**config.mk**
```make
export PLATFORM = sky130hd
export DESIGN_NAME = kstep_spi_cmd_flat
export DESIGN_NICKNAME = d
export VERILOG_FILES = /design/src/rtl/kstep_spi_cmd_pkg.sv /design/src/rtl/kstep_spi_cmd_if.sv /design/src/rtl/kstep_spi_cmd_sync.sv /design/src/rtl/kstep_spi_cmd.sv /design/src/flat_wrapper.sv
export SDC_FILE = /design/constraint.sdc
export NUM_CORES = 1
export LEC_CHECK = 0
export ABC_AREA = 1
export CAP_MARGIN = 10
export CORE_MARGIN = 1.5
export CORE_UTILIZATION = 32
export DETAILED_ROUTE_END_ITERATION = 8
export PLACE_DENSITY_LB_ADDON = 0.15
export SLEW_MARGIN = 20
export SYNTH_ARGS = -nofsm -noshare
export SYNTH_HDL_FRONTEND = slang
export SYNTH_HIERARCHICAL = 1
export SYNTH_SLANG_ARGS = --single-unit
```
**constraint.sdc**
```tcl
create_clock -name clk -period 5.29 [get_ports clk]
set_input_delay 0.7935 -clock clk [delete_from_list [all_inputs] [get_ports clk]]
set_output_delay 0.7935 -clock clk [all_outputs]
set_load 0.01 [all_outputs]
```
**src/rtl/kstep_spi_cmd_pkg.sv**
```systemverilog
// Shared types and constants for the stepper SPI command front end.
// Frame layout, status bit positions and the frame FSM states.
package kstep_pkg;

    localparam int ADDR_W       = 7;
    localparam int CMD_WR_BIT   = 7;
    localparam int STAT_OVERRUN = 0;
    localparam int STAT_PENDING = 1;

    typedef enum logic [1:0] {
        IDLE,
        CMD,
        DATA,
        DONE
    } state_e;

    function automatic logic [7:0] status_byte(
        input logic pending,
        input logic ovr
    );
        logic [7:0] s;
        s = '0;
        s[STAT_PENDING] = pending;
        s[STAT_OVERRUN] = ovr;
        return s;
    endfunction

endpackage

```
**src/rtl/kstep_spi_cmd_if.sv**
```systemverilog
// Command/register side of the SPI front end: write command
// handshake, read request/response and the sticky overrun flag.
interface kstep_spi_cmd_if #(
    parameter int DATA_BYTES = 4
);
    import kstep_pkg::*;

    logic                    cmd_valid;
    logic                    cmd_ready;
    logic [ADDR_W-1:0]       cmd_addr;
    logic [8*DATA_BYTES-1:0] cmd_data;
    logic                    rd_strobe;
    logic [ADDR_W-1:0]       rd_addr;
    logic [8*DATA_BYTES-1:0] rd_data;
    logic                    overrun;

    modport master (
        output cmd_valid,
        output cmd_addr,
        output cmd_data,
        output rd_strobe,
        output rd_addr,
        output overrun,
        input  cmd_ready,
        input  rd_data
    );

    modport slave (
        input  cmd_valid,
        input  cmd_addr,
        input  cmd_data,
        input  rd_strobe,
        input  rd_addr,
        input  overrun,
        output cmd_ready,
        output rd_data
    );

endinterface

```
**src/rtl/kstep_spi_cmd_sync.sv**
```systemverilog
// Synchronisers for the SPI pins: edge pulses for cs and sclk,
// plain synchronised level for mosi.
module kstep_spi_sync #(
    parameter int STAGES = 2
) (
    input  logic clk,
    input  logic rst_n,
    input  logic cs_i,
    input  logic sclk_i,
    input  logic mosi_i,
    output logic cs_rise_o,
    output logic cs_fall_o,
    output logic sclk_rise_o,
    output logic sclk_fall_o,
    output logic mosi_o
);

    logic [STAGES-1:0] cs_q;
    logic [STAGES-1:0] sclk_q;
    logic [STAGES-1:0] mosi_q;
    logic              cs_e_q;
    logic              sclk_e_q;

    // cs resets to "selected" so a frame already in flight at reset
    // release produces no fall edge and is ignored until cs cycles.
    always_ff @(posedge clk or negedge rst_n) begin
        if (!rst_n) begin
            cs_q     <= '0;
            sclk_q   <= '0;
            mosi_q   <= '0;
            cs_e_q   <= 1'b0;
            sclk_e_q <= 1'b0;
        end else begin
            cs_q     <= {cs_q[STAGES-2:0], cs_i};
            sclk_q   <= {sclk_q[STAGES-2:0], sclk_i};
            mosi_q   <= {mosi_q[STAGES-2:0], mosi_i};
            cs_e_q   <= cs_q[STAGES-1];
            sclk_e_q <= sclk_q[STAGES-1];
        end
    end

    assign cs_rise_o   =  cs_q[STAGES-1] & ~cs_e_q;
    assign cs_fall_o   = ~cs_q[STAGES-1] &  cs_e_q;
    assign sclk_rise_o =  sclk_q[STAGES-1] & ~sclk_e_q;
    assign sclk_fall_o = ~sclk_q[STAGES-1] &  sclk_e_q;
    assign mosi_o      =  mosi_q[STAGES-1];

endmodule

```
**src/rtl/kstep_spi_cmd.sv**
```systemverilog
// SPI mode-0 slave that turns fixed-length frames into scheduler
// write commands or register reads shifted back out on MISO.
module kstep_spi_cmd
    import kstep_pkg::*;
#(
    parameter int DATA_BYTES  = 4,
    parameter int SYNC_STAGES = 2
) (
    input  logic clk,
    input  logic rst_n,
    input  logic spi_cs,
    input  logic spi_sclk,
    input  logic spi_mosi,
    output logic spi_miso,
    kstep_spi_cmd_if.master bus
);

    localparam int W   = 8 * DATA_BYTES;
    localparam int BCW = $clog2(DATA_BYTES + 1);
    localparam logic [BCW-1:0] LAST_BYTE = BCW'(DATA_BYTES - 1);
    localparam logic [BCW-1:0] ONE_BYTE  = BCW'(1);

    logic cs_rise, cs_fall, sclk_rise, sclk_fall, mosi_s;

    kstep_spi_sync #(
        .STAGES(SYNC_STAGES)
    ) u_sync (
        .clk        (clk),
        .rst_n      (rst_n),
        .cs_i       (spi_cs),
        .sclk_i     (spi_sclk),
        .mosi_i     (spi_mosi),
        .cs_rise_o  (cs_rise),
        .cs_fall_o  (cs_fall),
        .sclk_rise_o(sclk_rise),
        .sclk_fall_o(sclk_fall),
        .mosi_o     (mosi_s)
    );

    state_e            state_q, state_d;
    logic [2:0]        bit_q, bit_d;
    logic [BCW-1:0]    byte_q, byte_d;
    logic [W-2:0]      pay_q, pay_d;
    logic [W-1:0]      tx_q, tx_d;
    logic              miso_q, miso_d;
    logic              wr_q, wr_d;
    logic [ADDR_W-1:0] addr_q, addr_d;
    logic              rd_strobe_q, rd_strobe_d;
    logic [ADDR_W-1:0] rd_addr_q, rd_addr_d;
    logic              cmd_valid_q, cmd_valid_d;
    logic [ADDR_W-1:0] cmd_addr_q, cmd_addr_d;
    logic [W-1:0]      cmd_data_q, cmd_data_d;
    logic              ovr_q, ovr_d;

    logic [7:0] stat;
    logic [7:0] byte_in;
    logic       accept;
    logic       last_bit;

    assign stat     = status_byte(cmd_valid_q, ovr_q);
    assign byte_in  = {pay_q[6:0], mosi_s};
    assign accept   = cmd_valid_q & bus.cmd_ready;
    assign last_bit = (bit_q == 3'd7);

    always_comb begin
        state_d     = state_q;
        bit_d       = bit_q;
        byte_d      = byte_q;
        pay_d       = pay_q;
        tx_d        = tx_q;
        miso_d      = miso_q;
        wr_d        = wr_q;
        addr_d      = addr_q;
        rd_strobe_d = 1'b0;
        rd_addr_d   = rd_addr_q;
        cmd_valid_d = cmd_valid_q & ~accept;
        cmd_addr_d  = cmd_addr_q;
        cmd_data_d  = cmd_data_q;
        ovr_d       = ovr_q;

        // Read word is captured at the end of the strobe cycle.
        if (rd_strobe_q)
            tx_d = bus.rd_data;

        if (cs_rise) begin
            state_d = IDLE;
            miso_d  = 1'b0;
            bit_d   = '0;
            byte_d  = '0;
        end else begin
            unique case (state_q)
                IDLE: begin
                    miso_d = 1'b0;
                    bit_d  = '0;
                    byte_d = '0;
                    if (cs_fall) begin
                        tx_d    = {stat[6:0], {(W-7){1'b0}}};
                        miso_d  = stat[7];
                        state_d = CMD;
                    end
                end
                CMD: begin
                    if (sclk_rise && !cs_fall) begin
                        pay_d = {pay_q[W-3:0], mosi_s};
                        bit_d = bit_q + 3'd1;
                        if (last_bit) begin
                            wr_d    = byte_in[CMD_WR_BIT];
                            addr_d  = byte_in[ADDR_W-1:0];
                            ovr_d   = 1'b0;
                            state_d = DATA;
                            if (!byte_in[CMD_WR_BIT]) begin
                                rd_addr_d   = byte_in[ADDR_W-1:0];
                                rd_strobe_d = 1'b1;
                            end else begin
                                tx_d = '0;
                            end
                        end
                    end
                    if (sclk_fall && !cs_fall) begin
                        miso_d = tx_q[W-1];
                        tx_d   = {tx_q[W-2:0], 1'b0};
                    end
                end
                DATA: begin
                    if (sclk_rise && !cs_fall) begin
                        pay_d = {pay_q[W-3:0], mosi_s};
                        bit_d = bit_q + 3'd1;
                        if (last_bit) begin
                            byte_d = byte_q + ONE_BYTE;
                            if (byte_q == LAST_BYTE) begin
                                state_d = DONE;
                                miso_d  = 1'b0;
                                if (wr_q) begin
                                    if (!cmd_valid_q || accept) begin
                                        cmd_valid_d = 1'b1;
                                        cmd_addr_d  = addr_q;
                                        cmd_data_d  = {pay_q, mosi_s};
                                    end else begin
                                        ovr_d = 1'b1;
                                    end
                                end
                            end
                        end
                    end
                    if (sclk_fall && !cs_fall && state_d != DONE) begin
                        miso_d = tx_q[W-1];
                        tx_d   = {tx_q[W-2:0], 1'b0};
                    end
                end
                DONE: begin
                    miso_d = 1'b0;
                end
            endcase
        end
    end

    always_ff @(posedge clk or negedge rst_n) begin
        if (!rst_n) begin
            state_q     <= IDLE;
            bit_q       <= '0;
            byte_q      <= '0;
            pay_q       <= '0;
            tx_q        <= '0;
            miso_q      <= 1'b0;
            wr_q        <= 1'b0;
            addr_q      <= '0;
            rd_strobe_q <= 1'b0;
            rd_addr_q   <= '0;
            cmd_valid_q <= 1'b0;
            cmd_addr_q  <= '0;
            cmd_data_q  <= '0;
            ovr_q       <= 1'b0;
        end else begin
            state_q     <= state_d;
            bit_q       <= bit_d;
            byte_q      <= byte_d;
            pay_q       <= pay_d;
            tx_q        <= tx_d;
            miso_q      <= miso_d;
            wr_q        <= wr_d;
            addr_q      <= addr_d;
            rd_strobe_q <= rd_strobe_d;
            rd_addr_q   <= rd_addr_d;
            cmd_valid_q <= cmd_valid_d;
            cmd_addr_q  <= cmd_addr_d;
            cmd_data_q  <= cmd_data_d;
            ovr_q       <= ovr_d;
        end
    end

    assign spi_miso      = miso_q;
    assign bus.cmd_valid = cmd_valid_q;
    assign bus.cmd_addr  = cmd_addr_q;
    assign bus.cmd_data  = cmd_data_q;
    assign bus.rd_strobe = rd_strobe_q;
    assign bus.rd_addr   = rd_addr_q;
    assign bus.overrun   = ovr_q;

endmodule

```
**src/flat_wrapper.sv**
```systemverilog
// flat-port wrapper written by rule: the top's interface ports become plain ports
module kstep_spi_cmd_flat import kstep_pkg::*;
#(
    parameter int DATA_BYTES  = 4,
    parameter int SYNC_STAGES = 2
)
  (clk, rst_n, spi_cs, spi_sclk, spi_mosi, spi_miso, bus_cmd_valid, bus_cmd_addr, bus_cmd_data, bus_rd_strobe, bus_rd_addr, bus_overrun, bus_cmd_ready, bus_rd_data);
  kstep_spi_cmd_if #(.DATA_BYTES(DATA_BYTES)) bus_i ();
  input  logic clk;
  input  logic rst_n;
  input  logic spi_cs;
  input  logic spi_sclk;
  input  logic spi_mosi;
  output logic spi_miso;
  output wire logic [$bits(bus_i.cmd_valid)-1:0] bus_cmd_valid;
  output wire logic [$bits(bus_i.cmd_addr)-1:0] bus_cmd_addr;
  output wire logic [$bits(bus_i.cmd_data)-1:0] bus_cmd_data;
  output wire logic [$bits(bus_i.rd_strobe)-1:0] bus_rd_strobe;
  output wire logic [$bits(bus_i.rd_addr)-1:0] bus_rd_addr;
  output wire logic [$bits(bus_i.overrun)-1:0] bus_overrun;
  input wire logic [$bits(bus_i.cmd_ready)-1:0] bus_cmd_ready;
  input wire logic [$bits(bus_i.rd_data)-1:0] bus_rd_data;
  assign bus_cmd_valid = bus_i.cmd_valid;
  assign bus_cmd_addr = bus_i.cmd_addr;
  assign bus_cmd_data = bus_i.cmd_data;
  assign bus_rd_strobe = bus_i.rd_strobe;
  assign bus_rd_addr = bus_i.rd_addr;
  assign bus_overrun = bus_i.overrun;
  assign bus_i.cmd_ready = bus_cmd_ready;
  assign bus_i.rd_data = bus_rd_data;
  kstep_spi_cmd #(.DATA_BYTES(DATA_BYTES), .SYNC_STAGES(SYNC_STAGES)) u_core (.clk(clk), .rst_n(rst_n), .spi_cs(spi_cs), .spi_sclk(spi_sclk), .spi_mosi(spi_mosi), .spi_miso(spi_miso), .bus(bus_i));
endmodule
```
# Word level (Yosys, flattened, before mapping)
# Index checks and enable logic that the tools add are counted.
dict set report totals {
  regBits 137
  wordCells 132
}
dict set report classes {
  n_eq_ne 23
  addsub 2
  bitwise 13
  muxes 53
  reduce_logical 22
}
# cell count
set op_table {}
lappend op_table {{$mux 32} 8}
lappend op_table {{$pmux 32 s3} 1}
lappend op_table {{$mux 1} 25}
lappend op_table {{$ne 3x1->1 const B} 7}
lappend op_table {{$mux 2} 9}
lappend op_table {{$mux 3} 5}
lappend op_table {{$ne 2x1->1 const B} 6}
lappend op_table {{$ne 4x1->1 const B} 3}
lappend op_table {{$pmux 3 s2} 2}
lappend op_table {{$reduce_and 4->1} 3}
lappend op_table {{$reduce_and 9->1} 1}
lappend op_table {{$not 1->1} 7}
lappend op_table {{$reduce_and 7->1} 1}
lappend op_table {{$add 3x1->3 const B} 2}
lappend op_table {{$and 1x1->1} 6}
lappend op_table {{$pmux 2 s3} 1}
lappend op_table {{$reduce_and 3->1} 2}
lappend op_table {{$reduce_bool 3->1} 2}
lappend op_table {{$reduce_and 5->1} 1}
lappend op_table {{$eq 2x2->1 const B} 2}
lappend op_table {{$ne 2x2->1 const B} 2}
lappend op_table {{$reduce_bool 4->1} 1}
lappend op_table {{$reduce_or 2->1} 2}
lappend op_table {{$eq 3x2->1 const B} 1}
lappend op_table {{10 further kinds} 13}

# Depth between registers and ports, before layout
# Gate-level depths: netlist of run 1.
dict set report logic_depth {
  depth_word 12
  mapped_depth 11
  depth_no_buf 10
}

# Modules after synthesis
# The synthesis of run 1 kept the hierarchy.
# module area_each_um2 seq_area_each_um2 n_inst cells_each
set modules_own_cells {}
lappend modules_own_cells {kstep_spi_cmd 5809.3 3228.1 1 604}
lappend modules_own_cells {kstep_spi_sync 230.2 200.2 1 16}

# Worst setup path before layout of run 1
# No wires, ideal clock.
dict set report synth_timing {
  path_type {register to register}
  from {register u_core.state_q[0]}
  to {register u_core.cmd_data_q[0], in the netlist u_core/bus.cmd_data[0]}
  stages_incl_launch_ff 11
  setup_ns 0.119
  slack_ns 3.443
  t_arrival_ns 1.728
  synth_period_minus_slack_ns 1.847
  path_buffers 1
  cell_sequence {dfrtp_1 > inv_1 > ha_1 > inv_2 > nor2_4 > inv_2 > nor3_4 > nand2_4 > buf_6 > nand2_2 > o21ai_2}
}
dict set report synth_via {
  elab_chain_cells 2
}
# element line
set synth_rtl {}
lappend synth_rtl {{start: declaration} kstep_spi_cmd.sv:40} ;# state_e state_q, state_d;
lappend synth_rtl {{start signal: assignment} kstep_spi_cmd.sv:174} ;# state_q <= state_d;
lappend synth_rtl {{$eq 2x2->1} kstep_spi_cmd.sv:91} ;# unique case (state_q)
lappend synth_rtl {{$reduce_and 7->1 (no source line)} --}
lappend synth_rtl {{end signal: assignment} kstep_spi_cmd.sv:186} ;# cmd_data_q <= cmd_data_d;
lappend synth_rtl {{end: declaration} kstep_spi_cmd.sv:52} ;# logic [W-1:0] cmd_data_q, cmd_data_d;
# No other way between the ends.
# A chain may end at the register's enable or synchronous reset.

# Worst setup path in the final report of run 1
# Same ends and word-level chain as after synthesis.

==> out/summary.txt, run 1 <==
================================================================================
Max capacitance violation total ...................................            0
R2R Setup Slk .....................................................      2.51 ns
Router iterations before antenna repair ...........................            4
Type of destination of the critical path ..........................    flip-flop
Peak Freq .........................................................      360 MHz
Required time at the worst-slack endpoint .........................      5.56 ns
Total number of placement rows ....................................           50
Drt drc ...........................................................            0
Mean area per synthesized cell ....................................     9.74 um2
Met1 Resource Use GR ..............................................        19.9%
Final Core Density ................................................        41.1%
Result of the run ................................................. complete, no violations
Kind of critical path ............................................. flip-flop to flip-flop
Kind of start point of the critical path ..........................    flip-flop
Worst slew margin relative to its limit ...........................        27.3%
Top fanout value on the critical path .............................           70
Post-route clock skew .............................................   0.00759 ns
Number of flip-flops and latches in the synthesized netlist .......          137
Cell type with the largest total area after synthesis ............. sky130_fd_sc_hd__dfrtp_1
Global-route wire length before repair ............................      22.4 mm
FF/Latch Area .....................................................  0.00343 mm2
Number of H-tree levels ...........................................            4
Crit path time final ..............................................      2.78 ns
Die Y .............................................................       140 um
Pin count of the biggest net entering global routing ..............           97
Static power due to leakage .......................................      3.55 nW
Vias in the first global route ....................................         4327
Total power draw ..................................................    0.00260 W
Worst Max-Slew Pin Slew ...........................................      1.09 ns
Detail-routed via count per cell ..................................         4.61
Sequential cell area fraction in the yosys report .................        56.8%
First DRT Iteration DRCs ..........................................          263
Initial core utilization ..........................................        32.5%
Cell area after technology mapping ................................  0.00604 mm2
Final setup TNS ...................................................         0 ns
Yosys warning count ...............................................            6
Root cell of the clock tree ....................................... sky130_fd_sc_hd__clkbuf_16
Filler cells ......................................................         1810
Combined area of the multi-input logic cells ......................  0.00223 mm2
Number of antenna-violating nets in the routed design .............            0
Global Route met2 Usage ...........................................        22.4%
Net Count, Synth ..................................................          666
Clock-pin transition on the worst setup and hold timing paths .....      0.06 ns
Worst hold path class ............................................. flip-flop to flip-flop
WL per Instance ...................................................      14.2 um
Total via count after detailed routing ............................         4367
Clock Tree Buf Depth ..............................................            2
Crit Reg-Reg Startpoint ........................................... u_core/state_q[0]
TritonCTS clock tree ..............................................          yes
Share of the clock period used by the worst path ..................        52.5%
Peak ir drop on the vdd network ...................................     0.251 mV
Power per standard cell area ......................................   341 mW/mm2
Share of the synthesized area in the top cell type ................        56.8%
Combined global-route utilization of all metal layers .............        14.5%
Number of distinct library cells after synthesis ..................           27
GRT Max-Usage Layer ...............................................         met2
Routed Wire Length ................................................      13.4 mm
Depth of the worst register-to-register path ......................            9
Number of antenna violations at the first check in global routing .            0
Worst path arrival time ...........................................      3.04 ns
Post-CTS setup repair buffer count ................................            0
Post-CTS resize count .............................................            0
Layout cell share with drive strength beyond 1 ....................        19.2%
WHS ...............................................................     0.350 ns
Leading post-synthesis cells by cell area ......................... sky130_fd_sc_hd__dfrtp_1 57%, sky130_fd_sc_hd__nand2_1 9.4%, sky130_fd_sc_hd__mux2_2 5.6%
Die X .............................................................       140 um
Num ports .........................................................           88
Mapped Cells ......................................................          620
Number of max-slew violations in the final report .................            0
Overall die area ..................................................   0.0197 mm2
Antenna fix cells .................................................            0
Worst R2R End ..................................................... u_core/bus.cmd_data[0]
RSZ-0062 raised after global routing ..............................           no
TritonCTS sink count ..............................................          137
Post-layout net count .............................................          747
Area added between synthesis and finish ...........................        26.4%
Hold bufs inserted after CTS ......................................            0
Half-perimeter wire length of the detailed placement result .......      8.72 mm
Met3 Use GR .......................................................        4.24%
Number of port buffers ............................................           87
Total clock buffers created by CTS ................................           17
Start point of the worst hold path ................................ u_core/u_sync/mosi_q[0]
Insertion delay to the later sink of the worst-skew pair ..........      0.42 ns
Global placement routability congestion ...........................        0.814
Residual overflow from global routing .............................            0
Number of setup violations in the final report ....................            0
Number of failing hold endpoints at the final stage ...............            0
Core Footprint ....................................................   0.0186 mm2
Hold endpoint ..................................................... u_core/u_sync/mosi_q[1]
Number of instances on the worst hold path ........................            0
================================================================================
-- critical path, stage by stage, from the launching register on --
cell and delay [ns]:
sky130_fd_sc_hd__dfrtp_1 0.45, sky130_fd_sc_hd__inv_1 0.16, sky130_fd_sc_hd__ha_1 0.27, sky130_fd_sc_hd__inv_2 0.12, sky130_fd_sc_hd__nor2_4 0.12, sky130_fd_sc_hd__inv_2 0.06
sky130_fd_sc_hd__nor3_4 0.40, sky130_fd_sc_hd__nand2_4 0.63, sky130_fd_sc_hd__nand2_2 0.25, sky130_fd_sc_hd__o21ai_2 0.07
-- synthesized netlist by cell type (all sizes together) --
master  number
nand2      184
dfrtp      137
o21ai       89
inv         57
nand3       46
mux2        30
nor2        17
buf         15
clkbuf      14
ha           8
a21oi        7
nand4        7
nor3         4
a22oi        1
clkinv       1
mux2i        1
nor4         1
or2          1
-- final cells by class --
type	instances	area share, %
clock buffers	19	5.67
clock inverters	13	1.62
inverters	58	2.85
multi-input cells	396	29.3
flip-flops and latches	137	44.9
well taps	234	3.84
repair buffers	91	11.8
-- placed cells by master, fill, tap and decap left out, types with 3 or more instances in the layout --
cell,count
sky130_fd_sc_hd__nand2_1,151
sky130_fd_sc_hd__dfrtp_1,137
sky130_fd_sc_hd__clkdlybuf4s50_1,86
sky130_fd_sc_hd__inv_1,54
sky130_fd_sc_hd__o21ai_0,51
sky130_fd_sc_hd__nand3_1,46
sky130_fd_sc_hd__nand2_2,31
sky130_fd_sc_hd__o21ai_2,31
sky130_fd_sc_hd__mux2_2,30
sky130_fd_sc_hd__clkbuf_16,17
sky130_fd_sc_hd__nor2_1,16
sky130_fd_sc_hd__ha_1,8
sky130_fd_sc_hd__nand4_1,7
sky130_fd_sc_hd__o21ai_1,7
sky130_fd_sc_hd__a21oi_1,7
sky130_fd_sc_hd__clkinv_4,5
sky130_fd_sc_hd__buf_4,4
sky130_fd_sc_hd__clkinv_2,3
sky130_fd_sc_hd__inv_2,3
-- how the worst max path moves through the flow --
stage | depth (start not counted) | from | slack, ns | end
3_3_place_gp | 6 | bus_cmd_ready | 2.40 | u_core/bus.cmd_data[31]
2_1_floorplan | 10 | u_core/state_q[0] | 3.44 | u_core/bus.cmd_data[0]
6_report | 9 | u_core/state_q[0] | 2.51 | u_core/bus.cmd_data[0]
4_1_cts | 9 | u_core/state_q[0] | 2.50 | u_core/bus.cmd_data[26]
5_1_grt | 9 | u_core/state_q[0] | 2.29 | u_core/bus.cmd_data[29]
3_5_place_dp | 6 | bus_cmd_ready | 2.34 | u_core/bus.cmd_data[26]
-- routing by layer --
layer  wire [um]  vias to the layer above
met2        6060                       85
met5           0                        -
met1        6670                     2102
met4         116                        0
li1            -                     2173
met3         585                        7
-- sequential cells by signal, summed over array words and instances (netlist names), 2 cells and up --
name and cells:
u_core/bus.cmd_data 32, u_core/tx_q 32, u_core/pay_q 31, u_core/addr_q 7, u_core/bus.cmd_addr 7, u_core/bus.rd_addr 7, u_core/bit_q 3, u_core/byte_q 3
u_core/state_q 2, u_core/u_sync/cs_q 2, u_core/u_sync/mosi_q 2, u_core/u_sync/sclk_q 2
-- metrics by stage --
| step | cell area, um2 | setup slack [ns] | instances |
|---|---|---|---|
| 3_5_place_dp | 7070 | 2.34 | 916 |
| 4_1_cts | 7630 | 2.50 | 948 |
| 2_1_floorplan | 6040 | 3.44 | 620 |
| 3_3_place_gp | 7070 | 2.40 | 916 |
| 5_1_grt | 7630 | 2.29 | 948 |
| 6_report | 7630 | 2.51 | 948 |
-- power by group --
group | total, W | switching, W | leakage (nW) | internal, W
logic | 0.000387 | 0.000281 | 1.39 | 0.000106
clock network | 0.00111 | 0.000457 | 0.269 | 0.000651
registers | 0.00111 | 0.0000262 | 1.89 | 0.00108
-- cell families after synthesis --
| family | share of synthesized area [%] |
|---|---|
| AOI/OAI and AO/OA | 10.0 |
| buffers and inverters | 6.44 |
| and+or+nand+nor | 19.4 |
| muxes | 5.76 |
| DFF | 56.8 |
| adders and majority gates | 1.66 |
Power figures use the tool's default switching activity.
==> inputs of run 2 (changes only) <==
==> constraint.sdc (replaced) <==
create_clock -name clk -period 2.63 [get_ports clk]
set_input_delay 0.3945 -clock clk [delete_from_list [all_inputs] [get_ports clk]]
set_output_delay 0.3945 -clock clk [all_outputs]
set_load 0.01 [all_outputs]
==> out/summary.txt, run 2 (synthesized netlist as in run 1, its figures left out) <==
====================================================================================
Number of buffers and inverters on the critical path ..................            1   was 3
Depth of the critical timing path with buffers and inverters included .            9   unchanged
Kind of critical path ................................................. flip-flop to flip-flop   unchanged
Core Footprint ........................................................   0.0186 mm2   unchanged
Layout cell share with drive strength beyond 1 ........................        20.5%   was 19.2%
Clock Tree Buf Depth ..................................................            2   unchanged
CP top delay family ................................................... simple AND/OR/NAND/NOR gates   unchanged
Detail-routed via count per cell ......................................         4.62   was 4.61
Insertion delay to the later sink of the worst-skew pair ..............      0.41 ns   was 0.42 ns
Share of the clock period used by the worst path ......................        84.1%   was 52.5%
Combined global-route utilization of all metal layers .................        14.8%   was 14.5%
Initial core utilization ..............................................        32.5%   unchanged
Area added between synthesis and finish ...............................        28.8%   was 26.4%
Global placement routability congestion ...............................        0.839   was 0.814
First DRT Iteration DRCs ..............................................          208   was 263
Post-CTS resize count .................................................            0   unchanged
Number of max-slew violations in the final report .....................            0   unchanged
Die Y .................................................................       140 um   unchanged
Number of antenna-violating nets in the routed design .................            0   unchanged
Slowest Stage Delay on Critical Path ..................................      0.37 ns   was 0.63 ns
Top fanout value on the critical path .................................           15   was 70
Placed inst area ......................................................  0.00719 mm2   was 0.00707 mm2
Number of setup violations in the final report ........................            0   unchanged
Post-CTS setup repair buffer count ....................................            0   unchanged
Overall die area ......................................................   0.0197 mm2   unchanged
Cell-by-cell trace of the critical path ............................... ha_1 > ha_1 > nand4_1 > nand2_1 > nand2_1 > nand2_1 > buf_4 > nand2_1 > nand2_1   was inv_1 > ha_1 > inv_2 > nor2_4 > inv_2 > nor3_4 > nand2_4 > nand2_2 > o21ai_2
Type of destination of the critical path ..............................    flip-flop   unchanged
Most repeated library cell on the critical path ....................... sky130_fd_sc_hd__nand2_1   was sky130_fd_sc_hd__inv_2
Pin count of the biggest net entering global routing ..................           64   was 97
Most frequent cells in the layout ..................................... 151 x sky130_fd_sc_hd__nand2_1, 137 x sky130_fd_sc_hd__dfrtp_1, 86 x sky130_fd_sc_hd__clkdlybuf4s50_1, 54 x sky130_fd_sc_hd__inv_1, 51 x sky130_fd_sc_hd__o21ai_0   unchanged
Post-route cell area ..................................................  0.00778 mm2   was 0.00763 mm2
Worst slew margin relative to its limit ...............................        54.1%   was 27.3%
Result of the run ..................................................... complete, no violations   unchanged
Half-perimeter wire length of the detailed placement result ...........      9.15 mm   was 8.72 mm
Required time at the worst-slack endpoint .............................      2.97 ns   was 5.56 ns
Final setup TNS .......................................................         0 ns   unchanged
Number of failing hold endpoints at the final stage ...................            0   unchanged
Clock-pin transition on the worst setup and hold timing paths .........      0.06 ns   about the same
Number of H-tree levels ...............................................            4   unchanged
TritonCTS clock tree ..................................................          yes   unchanged
Die X .................................................................       140 um   unchanged
Number of port buffers ................................................           87   unchanged
TritonCTS sink count ..................................................          137   unchanged
Most common library cell in the layout ignoring fill and taps ......... sky130_fd_sc_hd__nand2_1   unchanged
Total clock buffers created by CTS ....................................           17   unchanged
Worst Max-Slew Pin Slew ...............................................     0.689 ns   was 1.09 ns
RSZ-0062 raised after global routing ..................................           no   unchanged
Number of antenna violations at the first check in global routing .....            0   unchanged
WL per Instance .......................................................      14.3 um   was 14.2 um
Total via count after detailed routing ................................         4439   was 4367
Max capacitance violation total .......................................            0   unchanged
Residual overflow from global routing .................................            0   unchanged
Static power due to leakage ...........................................      3.62 nW   was 3.55 nW
Worst hold path class ................................................. flip-flop to flip-flop   unchanged
Cell type of the slowest stage on the worst timing path ............... sky130_fd_sc_hd__dfrtp_1   was sky130_fd_sc_hd__nand2_4
Depth of the worst register-to-register path ..........................            9   unchanged
Peak Freq .............................................................      452 MHz   was 360 MHz
Global-route wire length before repair ................................      23.0 mm   was 22.4 mm
Root cell of the clock tree ........................................... sky130_fd_sc_hd__clkbuf_16   unchanged
Worst path arrival time ...............................................      2.55 ns   was 3.04 ns
Antenna fix cells .....................................................            0   unchanged
Peak ir drop on the vdd network .......................................     0.561 mV   was 0.251 mV
Number of instances on the worst hold path ............................            0   unchanged
Num ports .............................................................           88   unchanged
Post-route clock skew .................................................   0.00995 ns   was 0.00759 ns
Crit path time final ..................................................      2.21 ns   was 2.78 ns
Routed Wire Length ....................................................      13.8 mm   was 13.4 mm
Total number of placement rows ........................................           50   unchanged
Kind of start point of the critical path ..............................    flip-flop   unchanged
Vias in the first global route ........................................         4399   was 4327
Drt drc ...............................................................            0   unchanged
Post-layout net count .................................................          760   was 747
Power per standard cell area ..........................................   692 mW/mm2   was 341 mW/mm2
Router iterations before antenna repair ...............................            4   unchanged
Final Core Density ....................................................        41.9%   was 41.1%
Total power draw ......................................................    0.00539 W   was 0.00260 W
====================================================================================
run 2: changes by cell type in the layout (fill, tap and decap cells not counted), sizes merged:
cell and change:
bufinv +1, buf +12, dlygate4sd3 +1, inv -1
clkinv -2, clkbuf +2
run 2: worst reg2reg max path, cell delays in order, from the launching register on:
cell	delay, ns
sky130_fd_sc_hd__dfrtp_1	0.37
sky130_fd_sc_hd__ha_1	0.17
sky130_fd_sc_hd__ha_1	0.26
sky130_fd_sc_hd__nand4_1	0.29
sky130_fd_sc_hd__nand2_1	0.20
sky130_fd_sc_hd__nand2_1	0.10
sky130_fd_sc_hd__nand2_1	0.32
sky130_fd_sc_hd__buf_4	0.29
sky130_fd_sc_hd__nand2_1	0.08
sky130_fd_sc_hd__nand2_1	0.08
run 2: power by group:
part	switching [W]	internal [W]	leakage (nW)	total (W)
Combinational	0.000569	0.000247	1.45	0.000816
Clock	0.000894	0.00144	0.283	0.00234
Sequential	0.0000531	0.00218	1.89	0.00223
run 2: worst paths after layout:
kind | startpoint | end | slack, ns
worst max-delay path | u_core/bit_q[0] | u_core/tx_q[12] | 0.42
worst min-delay path | u_core/u_sync/mosi_q[0] | u_core/u_sync/mosi_q[1] | 0.35
worst max register to register | u_core/bit_q[0] | u_core/tx_q[12] | 0.42
worst min register to register | u_core/u_sync/mosi_q[0] | u_core/u_sync/mosi_q[1] | 0.35
max in group asynchronous | rst_n | u_core/tx_q[10] | 1.42
min in group asynchronous | rst_n | u_core/tx_q[22] | 0.52
run 2: cell type report:
| class | instances | area [um2] |
|---|---|---|
| inverter | 58 | 218 |
| tap | 234 | 293 |
| multi-input combinational | 396 | 2230 |
| sequential | 137 | 3430 |
| clock inverter | 11 | 121 |
| timing repair buffer | 104 | 1030 |
| clock buffer | 21 | 460 |
| fill | 1835 | 10800 |
run 2: per-layer routing:
layer	share of wire [%]	up-vias	GRT usage [%]
met5	0	-	0
met4	1.2	0	5.65
met3	3.8	13	3.38
met2	44	89	22.3
met1	51	2140	20.7
li1	-	2197	-
run 2: per-stage QoR:
step / worst slack (ns) / hold slack [ns] / cells
5_1_grt: 0.189 / 0.353 / 961
4_1_cts: 0.448 / 0.350 / 961
6_report: 0.419 / 0.346 / 961
3_5_place_dp: 0.474 / 0.336 / 928
2_1_floorplan: 0.783 / 0.0989 / 620
3_3_place_gp: 0.496 / 0.333 / 928
run 2: repair_timing:
item                                   in CTS  in global routing
endpoints found under the hold margin      56                  0
setup endpoints to repair                   0                  0
hold buffers                                1                  0
==> inputs of run 3 (changes only) <==
==> constraint.sdc (replaced) <==
create_clock -name clk -period 2.3 [get_ports clk]
set_input_delay 0.345 -clock clk [delete_from_list [all_inputs] [get_ports clk]]
set_output_delay 0.345 -clock clk [all_outputs]
set_load 0.01 [all_outputs]
==> out/summary.txt, run 3 (synthesized netlist as in run 1, its figures left out) <==
================================================================================
Post-CTS resize count .............................................            0   unchanged
Max capacitance violation total ...................................            0   unchanged
Number of failing hold endpoints at the final stage ...............            0   unchanged
Worst path arrival time ...........................................      2.28 ns   was 2.55 ns
Hold bufs inserted after CTS ......................................            1   unchanged
Residual overflow from global routing .............................            0   unchanged
Total number of placement rows ....................................           50   unchanged
CP top delay family ............................................... simple AND/OR/NAND/NOR gates   unchanged
Detail-routed via count per cell ..................................         4.59   was 4.62
Type of destination of the critical path ..........................    flip-flop   unchanged
Kind of critical path ............................................. flip-flop to flip-flop   unchanged
Start point of the worst hold path ................................ u_core/u_sync/mosi_q[0]   unchanged
Filler cells ......................................................         1782   was 1835
Half-perimeter wire length of the detailed placement result .......      9.15 mm   about the same
Power per standard cell area ......................................   823 mW/mm2   was 692 mW/mm2
Core Footprint ....................................................   0.0186 mm2   unchanged
Worst slew margin relative to its limit ...........................        46.6%   was 54.1%
Post-CTS setup repair buffer count ................................            0   unchanged
Most common library cell in the layout ignoring fill and taps ..... sky130_fd_sc_hd__nand2_1   unchanged
Post-layout net count .............................................          758   was 760
Worst Max-Slew Pin Slew ...........................................     0.796 ns   was 0.689 ns
TritonCTS sink count ..............................................          137   unchanged
WL per Instance ...................................................      14.3 um   about the same
Num ports .........................................................           88   unchanged
Router iterations before antenna repair ...........................            6   was 4
Hold endpoint ..................................................... u_core/u_sync/mosi_q[1]   unchanged
Clock Tree Buf Depth ..............................................            2   unchanged
Combined area of the multi-input logic cells ......................  0.00223 mm2   unchanged
Number of instances on the worst hold path ........................            0   unchanged
Worst R2R End .....................................................  u_core/wr_q   was u_core/tx_q[12]
Worst hold path class ............................................. flip-flop to flip-flop   unchanged
Kind of start point of the critical path ..........................    flip-flop   unchanged
WHS ...............................................................     0.347 ns   was 0.346 ns
Pin count of the biggest net entering global routing ..............           64   unchanged
Total clock buffers created by CTS ................................           17   unchanged
Most frequent cells in the layout ................................. 151 x sky130_fd_sc_hd__nand2_1, 137 x sky130_fd_sc_hd__dfrtp_1, 86 x sky130_fd_sc_hd__clkdlybuf4s50_1, 54 x sky130_fd_sc_hd__inv_1, 51 x sky130_fd_sc_hd__o21ai_0   unchanged
Most repeated library cell on the critical path ................... sky130_fd_sc_hd__inv_1   was sky130_fd_sc_hd__nand2_1
Number of buffers and inverters on the critical path ..............            3   was 1
Crit Reg-Reg Startpoint ........................................... u_core/u_sync/sclk_q[1]   was u_core/bit_q[0]
Cell-by-cell trace of the critical path ........................... inv_1 > nor2_1 > inv_1 > nor2_1 > nand2_1 > nor3_2 > nand2_1 > inv_1 > a21oi_1   was ha_1 > ha_1 > nand4_1 > nand2_1 > nand2_1 > nand2_1 > buf_4 > nand2_1 > nand2_1
Die Y .............................................................       140 um   unchanged
Total power draw ..................................................    0.00647 W   was 0.00539 W
Post-route clock skew .............................................    0.0114 ns   was 0.00995 ns
FF/Latch Area .....................................................  0.00343 mm2   unchanged
Global-route wire length before repair ............................      23.3 mm   was 23.0 mm
Vias in the first global route ....................................         4477   was 4399
Total via count after detailed routing ............................         4398   was 4439
Peak ir drop on the vdd network ...................................     0.571 mV   was 0.561 mV
Final setup TNS ...................................................         0 ns   unchanged
Area added between synthesis and finish ...........................        30.2%   was 28.8%
Number of placed cells counting well taps .........................          926   was 928
Global placement routability congestion ...........................        0.829   was 0.839
Cell type of the slowest stage on the worst timing path ........... sky130_fd_sc_hd__dfrtp_1   unchanged
Crit path time final ..............................................      1.99 ns   was 2.21 ns
R2R Setup Slk .....................................................      0.31 ns   was 0.42 ns
Result of the run ................................................. complete, no violations   unchanged
Number of port buffers ............................................           87   unchanged
Number of antenna violations at the first check in global routing .            0   unchanged
Root cell of the clock tree ....................................... sky130_fd_sc_hd__clkbuf_16   unchanged
Antenna fix cells .................................................            0   unchanged
Setup ws final ....................................................     0.311 ns   was 0.419 ns
Share of the clock period used by the worst path ..................        86.5%   was 84.1%
Die X .............................................................       140 um   unchanged
Number of setup violations in the final report ....................            0   unchanged
Depth of the worst register-to-register path ......................            9   unchanged
Cell Count, Final, Fillers Out ....................................          958   was 961
Drt drc ...........................................................            0   unchanged
Routed Wire Length ................................................      13.7 mm   was 13.8 mm
Layout cell share with drive strength beyond 1 ....................        20.4%   was 20.5%
Number of antenna-violating nets in the routed design .............            0   unchanged
Initial core utilization ..........................................        32.5%   unchanged
Number of H-tree levels ...........................................            4   unchanged
Peak Freq .........................................................      503 MHz   was 452 MHz
Pre-CTS setup slack ...............................................     0.289 ns   was 0.474 ns
Static power due to leakage .......................................      3.65 nW   was 3.62 nW
Insertion delay to the later sink of the worst-skew pair ..........      0.42 ns   was 0.41 ns
Overall die area ..................................................   0.0197 mm2   unchanged
Slowest Stage Delay on Critical Path ..............................      0.37 ns   about the same
Top fanout value on the critical path .............................           15   unchanged
Combined global-route utilization of all metal layers .............        15.0%   was 14.8%
TritonCTS clock tree ..............................................          yes   unchanged
Required time at the worst-slack endpoint .........................      2.59 ns   was 2.97 ns
Clock-pin transition on the worst setup and hold timing paths .....      0.06 ns   about the same
RSZ-0062 raised after global routing ..............................           no   unchanged
Number of max-slew violations in the final report .................            0   unchanged
First DRT Iteration DRCs ..........................................          188   was 208
================================================================================
run 3: worst max-delay path by stage:
stage                             from                     end  slack, ns  depth (start not counted)
2_1_floorplan        u_core/state_q[0]  u_core/bus.cmd_data[1]       0.45                         10
3_3_place_gp   u_core/u_sync/sclk_q[1]             u_core/wr_q       0.28                          9
3_5_place_dp   u_core/u_sync/sclk_q[1]             u_core/wr_q       0.29                          9
4_1_cts        u_core/u_sync/sclk_q[1]             u_core/wr_q       0.28                          9
5_1_grt        u_core/u_sync/sclk_q[1]             u_core/wr_q       0.05                          9
6_report       u_core/u_sync/sclk_q[1]             u_core/wr_q       0.31                          9
run 3: through the flow:
stage / utilization, % / area, um2
2_1_floorplan: - / 6040
3_3_place_gp: 38.9 / 7220
3_5_place_dp: 38.9 / 7220
4_1_cts: 42.3 / 7860
5_1_grt: 42.3 / 7860
6_report: 42.3 / 7860
run 3: per-layer routing:
layer	track usage [%]	vias to the layer above	share of wire, %
li1	-	2189	-
met1	20.6	2106	49
met2	23.3	93	45
met3	3.73	10	4.5
met4	4.99	0	1.0
met5	0	-	0
run 3: cell type report:
| cell class | count | area share [%] |
|---|---|---|
| sequential | 137 | 43.6 |
| multi-input combinational | 396 | 28.4 |
| clock inverter | 14 | 2.64 |
| tap | 234 | 3.72 |
| inverter | 58 | 2.77 |
| timing repair buffer | 102 | 13.5 |
| clock buffer | 17 | 5.41 |
run 3: power by group:
part | total [W] | switching (W) | leakage (nW) | internal (W)
clock | 0.00294 | 0.00110 | 0.304 | 0.00184
combinational | 0.000987 | 0.000665 | 1.46 | 0.000322
sequential | 0.00255 | 0.0000581 | 1.89 | 0.00249
==> RTL change (settings of run 2) <==
`ADDR_W`: 7 -> 6.
--- a/src/rtl/kstep_spi_cmd_pkg.sv
+++ b/src/rtl/kstep_spi_cmd_pkg.sv
@@ -2,7 +2,7 @@
 // Frame layout, status bit positions and the frame FSM states.
 package kstep_pkg;
 
-    localparam int ADDR_W       = 7;
+    localparam int ADDR_W       = 6;
     localparam int CMD_WR_BIT   = 7;
     localparam int STAT_OVERRUN = 0;
     localparam int STAT_PENDING = 1;
Ports: changed (resized bus_cmd_addr and bus_rd_addr); port bits go from 88 to 86. No check against the original RTL was run, so the function may have changed too.
==> RTL change against run 2 <==
Sequential cell count down 3; critical path depth shrank 1; total power is 1.3% lower; sequential power shrank 2%; via count fell by 4.1%; area after synthesis decreased by 2.3%; cell area shrank 3.0%; wire length down 8.7%; worst setup slack better by 240 ps.
==> RTL change: results (changes against run 2) <==
Timing
  • Clock skew: 8.22 ps (-1.73 ps)
  • Transition time at the pin with the least slew margin: 547 ps (-142 ps)

Final layout
  • # nets final: 737 (-3.0%)
  • Layout cell share with drive strength beyond 1: 0.159 (-0.0459)

GRT
  • Met1 track utilization from global routing: 0.190 (-0.0171)
  • GRT met2 Usage: 0.209 (-0.0138)
  • First-pass GRT wire length: 21.8 mm (-5.2%)
  • GRT Util Overall: 0.141 (-0.00707)
  • Grt met3 use: 0.0556 (+0.0217)
  • Via count of the first global-routing pass: 4365 (-0.77%)

CTS
  • Clock input transition at the sequential cells of the worst setup and hold paths: 60 ps (about the same)
  • Post_cts resized: 0 (unchanged)

Synthesis
  • Post-synthesis cell type count: 30 (+11%)
  • Cell types occupying the most area after synthesis: sky130_fd_sc_hd__dfrtp_1 57%, sky130_fd_sc_hd__nand2_1 10%, sky130_fd_sc_hd__mux2_2 5.7%
  • Portion of the post-synthesis area used by sequential elements: 0.568 (+0.000758)
  • Most frequent cells after synthesis: 161 x sky130_fd_sc_hd__nand2_1, 134 x sky130_fd_sc_hd__dfrtp_1, 63 x sky130_fd_sc_hd__inv_1
  • Predominant post-synthesis flop cell: sky130_fd_sc_hd__dfrtp_1
  • Nets in the synthesized netlist: 649 (-2.6%)

Placement
  • Port bufs: 85 (-2.3%)
  • RePlAce Congestion: 0.843 (+0.49%)
  • Area of placed instances: 0.00693 mm2 (-3.5%)
  • HPWL after DPL: 8.24 mm (-9.9%)

Critical path
  • Crit path from: u_core/state_q[0]$_DFFE_PN0P_
  • Maximum cell stage delay along the critical path: 450 ps (+80 ps)
  • Crit path DAT: 2250 ps (-300 ps)
  • CP Max Fanout: 25 (+10)
  • Capturing element of the worst setup path: u_core/bus.cmd_data[1]$_DFFE_PN0P_
  • Number of cell instances on the worst register-to-register path: 8 (-1)
  • Crit path max-delay family: buffers and inverters
  • Flop-to-flop setup slack: 660 ps (+240 ps)

Hold path
  • Worst Min Path Start: u_core/u_sync/mosi_q[0]$_DFF_PN0_

Status
  • Run status: finished, final reports clean

Route
  • Met2 layer wire length in the routed design: 5.54 mm (-9.5%)
  • Met3 Wirelength: 757 um (+46%)
  • M1 wire length: 6.17 mm (-12%)
  • Count of vias placed by the detailed router: 4258 (-4.1%)
  • Iteration-0 DRC count of the detailed router: 247 (+19%)
  • Routed wire length per instance: 13.5 um (-6.0%)

Pwr
  • Maximum vdd drop: 0.481 mV (-14%)
  • Static leakage power: 3.47 nW (-4.3%)
RTL change: cell count changes after synthesis, moves of 4 or more:
cell,change
sky130_fd_sc_hd__buf_6,+5
sky130_fd_sc_hd__clkbuf_1,-4
sky130_fd_sc_hd__inv_1,+9
sky130_fd_sc_hd__nand2_1,+9
sky130_fd_sc_hd__nand2_2,-27
sky130_fd_sc_hd__nand3_1,-9
sky130_fd_sc_hd__o21ai_0,+5
sky130_fd_sc_hd__o21ai_1,+12
sky130_fd_sc_hd__o21ai_2,-15
RTL change: logic make-up (layout without fill, tap and decap cells):
family                   Yosys count  count (layout)  share of synthesized area
AO/OA/AOI/OAI                    101             101                     0.0993
multiplexers                      31              31                     0.0590
adder cells (fa/ha/maj)            8               8                     0.0170
buffers and inverters             96             197                     0.0785
flip-flops                       134             134                      0.568
AND/OR/NAND/NOR                  233             233                      0.178
RTL change: per-stage QoR:
stage | std cells | utilization | setup slack, ps | hold WS [ps]
2_1_floorplan | 603 | - | 986 | 98.9
3_3_place_gp | 899 | 0.385 | 629 | 334
3_5_place_dp | 899 | 0.385 | 589 | 336
4_1_cts | 932 | 0.418 | 578 | 351
5_1_grt | 933 | 0.419 | 491 | 366
6_report | 933 | 0.419 | 663 | 349
RTL change: cell type report:
type	count	area (um2)
inverter	66	248
multi-input combinational	373	2090
clock inverter	15	169
timing repair buffer	99	976
sequential	134	3350
tap	229	287
fill	1782	10500
clock buffer	17	425
RTL change: power by group:
part	leakage [nW]	internal, mW	switching (mW)	total (mW)
clock	0.283	1.42	0.968	2.39
combinational	1.34	0.215	0.525	0.740
sequential	1.84	2.13	0.0581	2.19
total	3.47	3.76	1.55	5.31
